[src/rtl/safety_err_pkg.sv]
// Shared types and encodings for the safety error collector.
package safety_err_pkg;

  typedef enum logic [1:0] {
    IDLE  = 2'b00,
    ERROR = 2'b01,
    FATAL = 2'b10
  } state_e;

  localparam int CTR_W = 4;
  typedef logic [CTR_W-1:0] ctr_t;

  localparam logic [1:0] PAIR_ERR   = 2'b10;
  localparam logic [1:0] PAIR_CLEAN = 2'b01;

  function automatic ctr_t sat_inc(input ctr_t v);
    return (v == '1) ? v : v + ctr_t'(1);
  endfunction

endpackage

[src/rtl/safety_err_filter.sv]
// Per-source front end: registers one dual-rail pair and qualifies it into
// a persistence-filtered set request and a sticky pair-fault flag.
module safety_err_filter
  import safety_err_pkg::*;
#(
  parameter int PERSIST = 2,
  parameter int DR_TOL  = 2
) (
  input  logic clk,
  input  logic rst_n,
  input  logic i_err,
  input  logic i_err_b,
  output logic set_o,
  output logic pair_fault_o
);

  localparam ctr_t PERSIST_C = ctr_t'(PERSIST);
  localparam ctr_t DR_TOL_C  = ctr_t'(DR_TOL);

  logic [1:0] pair_q, pair_d;
  ctr_t       pers_q, pers_d;
  ctr_t       dr_q, dr_d;
  logic       fault_q, fault_d;

  always_comb begin
    // NOTE: every always_comb output gets a default first so no path can infer a latch.
    pair_d = {i_err, i_err_b};
    pers_d = '0;
    dr_d   = '0;
    if (pair_q == PAIR_ERR)     pers_d = sat_inc(pers_q);
    if (pair_q[1] == pair_q[0]) dr_d   = sat_inc(dr_q);
    fault_d      = fault_q | (dr_d >= DR_TOL_C);
    // Set request is live on the edge the count reaches PERSIST.
    set_o        = (pers_d >= PERSIST_C);
    pair_fault_o = fault_d;
  end

  always_ff @(posedge clk or negedge rst_n) begin
    // NOTE: sequential state uses non-blocking assignments so all flops sample together.
    if (!rst_n) begin
      pair_q  <= PAIR_CLEAN;
      pers_q  <= '0;
      dr_q    <= '0;
      fault_q <= 1'b0;
    end else begin
      pair_q  <= pair_d;
      pers_q  <= pers_d;
      dr_q    <= dr_d;
      fault_q <= fault_d;
    end
  end

endmodule

[src/rtl/safety_err_collector.sv]
// Safety error collector: sticky status, masked IRQ, IDLE/ERROR/FATAL FSM.
// Define SAFETY_ERR_COLLECTOR_CNT_EN to add the saturating error event counter.
module safety_err_collector
  import safety_err_pkg::*;
#(
  parameter int NUM_SRC = 4,
  parameter int PERSIST = 2,
  parameter int DR_TOL  = 2,
  parameter int CNT_W   = 8
) (
  input  logic               ACLK,
  input  logic               RESETN_ACLK,
  input  logic [NUM_SRC-1:0] I_ERR,
  input  logic [NUM_SRC-1:0] I_ERR_B,
  input  logic [NUM_SRC-1:0] I_MASK,
  input  logic               I_CLR,
  input  logic [NUM_SRC-1:0] I_CLR_SEL,
`ifdef SAFETY_ERR_COLLECTOR_CNT_EN
  input  logic               I_CNT_CLR,
  output logic [CNT_W-1:0]   O_ERR_CNT,
`endif
  output logic [NUM_SRC-1:0] O_ERR_STATUS,
  output logic               O_IRQ,
  output logic               O_FATAL,
  output logic               O_FATAL_B,
  output logic [1:0]         O_STATE
);

  logic [NUM_SRC-1:0] set_vec;
  logic [NUM_SRC-1:0] fault_vec;
  logic [NUM_SRC-1:0] status_q, status_d;
  logic               irq_q, irq_d;
  state_e             state_q;
  logic               fatal_q, fatal_b_q;

  for (genvar g = 0; g < NUM_SRC; g++) begin : g_src
    safety_err_filter #(
      .PERSIST (PERSIST),
      .DR_TOL  (DR_TOL)
    ) u_filter (
      .clk          (ACLK),
      .rst_n        (RESETN_ACLK),
      .i_err        (I_ERR[g]),
      .i_err_b      (I_ERR_B[g]),
      .set_o        (set_vec[g]),
      .pair_fault_o (fault_vec[g])
    );
  end

  // Set is OR-ed after the clear so a coincident set wins.
  always_comb begin
    status_d = (status_q & ~(I_CLR ? I_CLR_SEL : '0)) | set_vec;
    irq_d    = |(status_q & ~I_MASK);
  end

  always_ff @(posedge ACLK or negedge RESETN_ACLK) begin
    if (!RESETN_ACLK) begin
      status_q <= '0;
      irq_q    <= 1'b0;
    end else begin
      status_q <= status_d;
      irq_q    <= irq_d;
    end
  end

  // FSM follows the next-cycle status so state and status move on the same edge.
  always_ff @(posedge ACLK or negedge RESETN_ACLK) begin
    if (!RESETN_ACLK) begin
      state_q   <= IDLE;
      fatal_q   <= 1'b0;
      fatal_b_q <= 1'b1;
    end else begin
      case (state_q)
        IDLE, ERROR: begin
          if (|fault_vec) begin
            state_q   <= FATAL;
            fatal_q   <= 1'b1;
            fatal_b_q <= 1'b0;
          end else if (|status_d) begin
            state_q <= ERROR;
          end else begin
            state_q <= IDLE;
          end
        end
        FATAL: begin
          state_q   <= FATAL;
          fatal_q   <= 1'b1;
          fatal_b_q <= 1'b0;
        end
        default: begin
          state_q   <= IDLE;
          fatal_q   <= 1'b0;
          fatal_b_q <= 1'b1;
        end
      endcase
    end
  end

`ifdef SAFETY_ERR_COLLECTOR_CNT_EN
  logic [CNT_W-1:0] cnt_q, cnt_d;
  logic             rise;

  always_comb begin
    rise  = |(status_d & ~status_q);
    cnt_d = cnt_q;
    if (I_CNT_CLR)                cnt_d = '0;
    else if (rise && cnt_q != '1) cnt_d = cnt_q + CNT_W'(1);
  end

  always_ff @(posedge ACLK or negedge RESETN_ACLK) begin
    if (!RESETN_ACLK) cnt_q <= '0;
    else              cnt_q <= cnt_d;
  end

  assign O_ERR_CNT = cnt_q;
`endif

  assign O_ERR_STATUS = status_q;
  assign O_IRQ        = irq_q;
  assign O_FATAL      = fatal_q;
  assign O_FATAL_B    = fatal_b_q;
  assign O_STATE      = state_q;

endmodule

[config.mk]
export PLATFORM = sky130hd
export DESIGN_NAME = safety_err_collector
export DESIGN_NICKNAME = d
export VERILOG_FILES = /design/src/rtl/safety_err_pkg.sv /design/src/rtl/safety_err_filter.sv /design/src/rtl/safety_err_collector.sv
export SDC_FILE = /design/constraint.sdc
export NUM_CORES = 1
export LEC_CHECK = 0
export BUFFER_PORTS_ARGS = -buffer_cell sky130_fd_sc_hd__buf_2
export CORE_MARGIN = 2
export CORE_UTILIZATION = 51
export DETAILED_ROUTE_END_ITERATION = 8
export PLACE_DENSITY = 0.78
export SLEW_MARGIN = 20
export SYNTH_ARGS = -nofsm -noshare
export SYNTH_HDL_FRONTEND = slang
export SYNTH_HIERARCHICAL = 1
export SYNTH_SLANG_ARGS = --single-unit
[constraint.sdc]
create_clock -name ACLK -period 2.13 [get_ports ACLK]
set_input_delay 0.3195 -clock ACLK [delete_from_list [all_inputs] [get_ports ACLK]]
set_output_delay 0.3195 -clock ACLK [all_outputs]
set_load 0.02 [all_outputs]
==> results.toml <==
[outcome]
status = "finished, violations left"
violations = "negative setup slack"

[route]
vias_per_cell = 5.45
drt-initial-drc-count = 186
wl_um = 4110
firstDrtPassIters = 4
routed-via-count = 1669
drc = 0
wire_per_inst_um = 13.4
detail-route-antenna-nets = 0

[sta]
setup_violations = 4
finalMaxSlewViolations = 0
rsz0062_at_grt = "true"
final.setup.tns_ps = -768
fin_ws_ps = -214
slew_headroom_pct = 57.2
hold_violations = 0
fmax_ghz = 0.427
worst_pin_slew_ps = 642
fin_crit_sh_pct = 110
fin_skew_ps = 7.46
fin_crit_ps = 2340

[setup_path]
cp.required_ps = 2370
cp-endpoint = "O_STATE[0]$_DFF_PN0_"
criticalPathCategory = "flop to flop"
r2r_cells = 7
worstReg2RegEnd = "O_STATE[0]$_DFF_PN0_"
arrival_ps = 2590
crit_fanout = 5
startpoint = "g_src[0].u_filter/pair_q[0]$_DFF_PN1_"
r2r_slack_ps = -210
rr_startpoint = "g_src[0].u_filter/pair_q[0]$_DFF_PN1_"
end_kind = "flop"
critPathLaunchType = "flop"

[power_and_ir_drop]
powerDensity_mw_per_mm2 = 749
p_total_uw = 2090
ir_drop_v = 0.000389
p_leak_uw = 0.00137

[synth]
synthAdderAreaFrac_pct = 6.41
synth-seq-cells = 53
synth_compound_area_share_pct = 13.7
synth_top_family_by_area = "compound AO/OA/AOI/OAI gates"
synth_top_area_cell = "dfrtp_1"
ys_types = 30
synth.area.top_cells = "dfrtp_1, ha_1, dfstp_2"
seq_area_frac_synth_pct = 56.9
synth.mux.area_fraction_pct = 3.42
synth_xor_area_share_pct = 2.99
yosys_warnings = 6
synthSimpleGateAreaFrac_pct = 13.4
avgSynthCellArea_um2 = 11.4
synthCells = 206
synth_area_mm2 = 0.00234
synth_top_area_share_pct = 51.3
synth_nets = 237

[global_route]
grt_pass1_vias = 1560
grt_max_degree = 54
grt_pass1_wl_um = 7060
antenna_found_initial = 0
overflow = 0
grt_usage_pct = 17.7

[clocking]
postCtsSetupRepairBufs = 0
cts_sinks = 53
clkLatencyLatePin_ps = 300
cts_inserted_buffers = 5
cts_tree = "yes"
root_buffer = "clkbuf_8"
cts_buffer_depth = 2
h-tree-depth = 2
hold_buffers = 0
cts.clk_slew.worst_paths_ps = 90

[job]
max_cap_violations = 0

[floorplan]
die_h_um = 71.8
num_rows = 24
ios = 28
coreArea_mm2 = 0.00438
die_w_um = 71.8
fp.dieArea_mm2 = 0.00515
initial_core_util_pct = 53.4

[placed_design]
gp_congestion = 0.823
place_hpwl_um = 3020
io_buffers = 27

[layout]
n_antenna_cell = 0
seq_area_mm2 = 0.00133
drive_gt1_share_pct = 24.8
multi_input_area_um2 = 976
area_growth_syn_to_layout_pct = 19.4
n_fill_cell = 339
nNetsFinal = 284

[min_path]
hold_path_class = "input pin to flop"
==> cells in the mapped netlist <==
library cell / instances
nand3_1: 12
nor2b_1: 1
or4_4: 1
o221ai_1: 1
or4_1: 4
dfstp_2: 5
and2_1: 9
a22oi_1: 2
nor2_4: 1
nand2_1: 16
inv_1: 20
dfrtp_1: 48
a21o_1: 4
o21ai_0: 5
a22o_1: 1
xor2_1: 5
nor2_1: 10
a21oi_1: 7
ha_1: 12
a31o_2: 4
o211a_1: 4
o41a_1: 1
mux2i_1: 8
o31ai_1: 1
o31a_1: 4
a31oi_1: 4
nor3_1: 3
a211oi_1: 6
xnor2_1: 3
nand4_1: 4
==> layer usage <==
metal	GRT usage (%)	routed length, um	part of all wire [%]	vias to the layer above
li1	-	-	-	831
met1	25.0	1970	48	790
met2	26.3	1850	45	38
met3	5.06	217	5.3	10
met4	6.08	74	1.8	0
met5	0	0	0	-
==> per-stage QoR <==
step | setup slack (ps) | hold WS, ps | cell area (um2) | utilization (%) | instances
floorplan | -134 | 23.9 | 2380 | - | 206
detailed placement | -213 | 429 | 2680 | 61.1 | 298
CTS | -223 | 105 | 2800 | 63.8 | 306
global route | -313 | 91.3 | 2800 | 63.8 | 306
global placement | -181 | 424 | 2680 | 61.1 | 298
finish | -214 | 112 | 2800 | 63.8 | 306
==> where the power goes <==
| part | switching (uW) | internal (uW) | leakage (uW) | total, uW |
|---|---|---|---|---|
| Combinational | 140 | 129 | 0.000652 | 269 |
| Sequential | 57.4 | 1070 | 0.000663 | 1130 |
| Clock | 311 | 383 | 0.0000585 | 694 |
| Total | 508 | 1590 | 0.00137 | 2090 |
==> cells in the final DEF, fill, tap and decap left out, types with 4 or more instances in the layout <==
cell type	netlist	layout
clkbuf_8	0	6
o21ai_0	5	5
a31oi_1	4	4
ha_1	12	9
buf_4	0	13
nor2_1	10	10
dfstp_2	5	5
nand2_1	16	16
and2_1	9	9
o31a_1	4	4
a31o_2	4	4
nand4_1	4	4
mux2i_1	8	8
a21o_1	4	4
a211oi_1	6	6
a21oi_1	7	7
inv_1	20	19
xor2_1	5	5
o211a_1	4	4
nand3_1	12	12
buf_2	0	27
dfrtp_1	48	48
==> final cells by class <==
type | count | share of cell area [%]
Multi-Input combinational cell | 133 | 34.9
Tap cell | 52 | 2.33
Clock inverter | 1 | 1.07
Timing Repair Buffer | 40 | 8.32
Inverter | 20 | 2.68
Clock buffer | 7 | 3.09
Sequential cell | 53 | 47.6
==> registers in the layout, indices dropped and copies added, names as in the netlist <==
name	count
g_src.u_filter/fault_q	4
O_ERR_STATUS	4
g_src.u_filter/pers_q	16
O_FATAL_B	1
O_STATE	2
O_FATAL	1
O_IRQ	1
g_src.u_filter/dr_q	16
g_src.u_filter/pair_q	8
==> worst max-delay path, cell delays in order, from the launching register on <==
cell     delay [ps]
dfstp_2         530
inv_2            40
ha_4            220
o211a_1         130
or4_4           520
or4_4           560
nor2_4          130
o41a_1          160
==> kinds of logic after synthesis <==
kind of cell               Yosys count
DFF                                 53
and+or+nand+nor                     61
adders and majority gates           12
muxes                                8
buffers and inverters               20
xor gates and xnor gates             8
AOI/OAI and AO/OA                   44
==> how the worst min path moves through the flow <==
stage / startpoint / end / slack, ps / cells past startpoint
2_1_floorplan: RESETN_ACLK / O_ERR_STATUS[0]$_DFF_PN0_ / 20 / 0
3_3_place_gp: I_ERR_B[3] / g_src[3].u_filter/pair_q[0]$_DFF_PN1_ / 420 / 1
3_5_place_dp: I_ERR[1] / g_src[1].u_filter/pair_q[1]$_DFF_PN0_ / 430 / 1
4_1_cts: I_ERR_B[0] / g_src[0].u_filter/pair_q[0]$_DFF_PN1_ / 110 / 1
5_1_grt: I_ERR_B[0] / g_src[0].u_filter/pair_q[0]$_DFF_PN1_ / 90 / 1
6_report: I_ERR_B[0] / g_src[0].u_filter/pair_q[0]$_DFF_PN1_ / 110 / 1
==> timing repair <==
item | CTS | global route
pin swaps | 2 | 0
gates resized for setup | 1 | 0
setup endpoints to repair | 4 | 4
(Power assumes the default switching activity.)
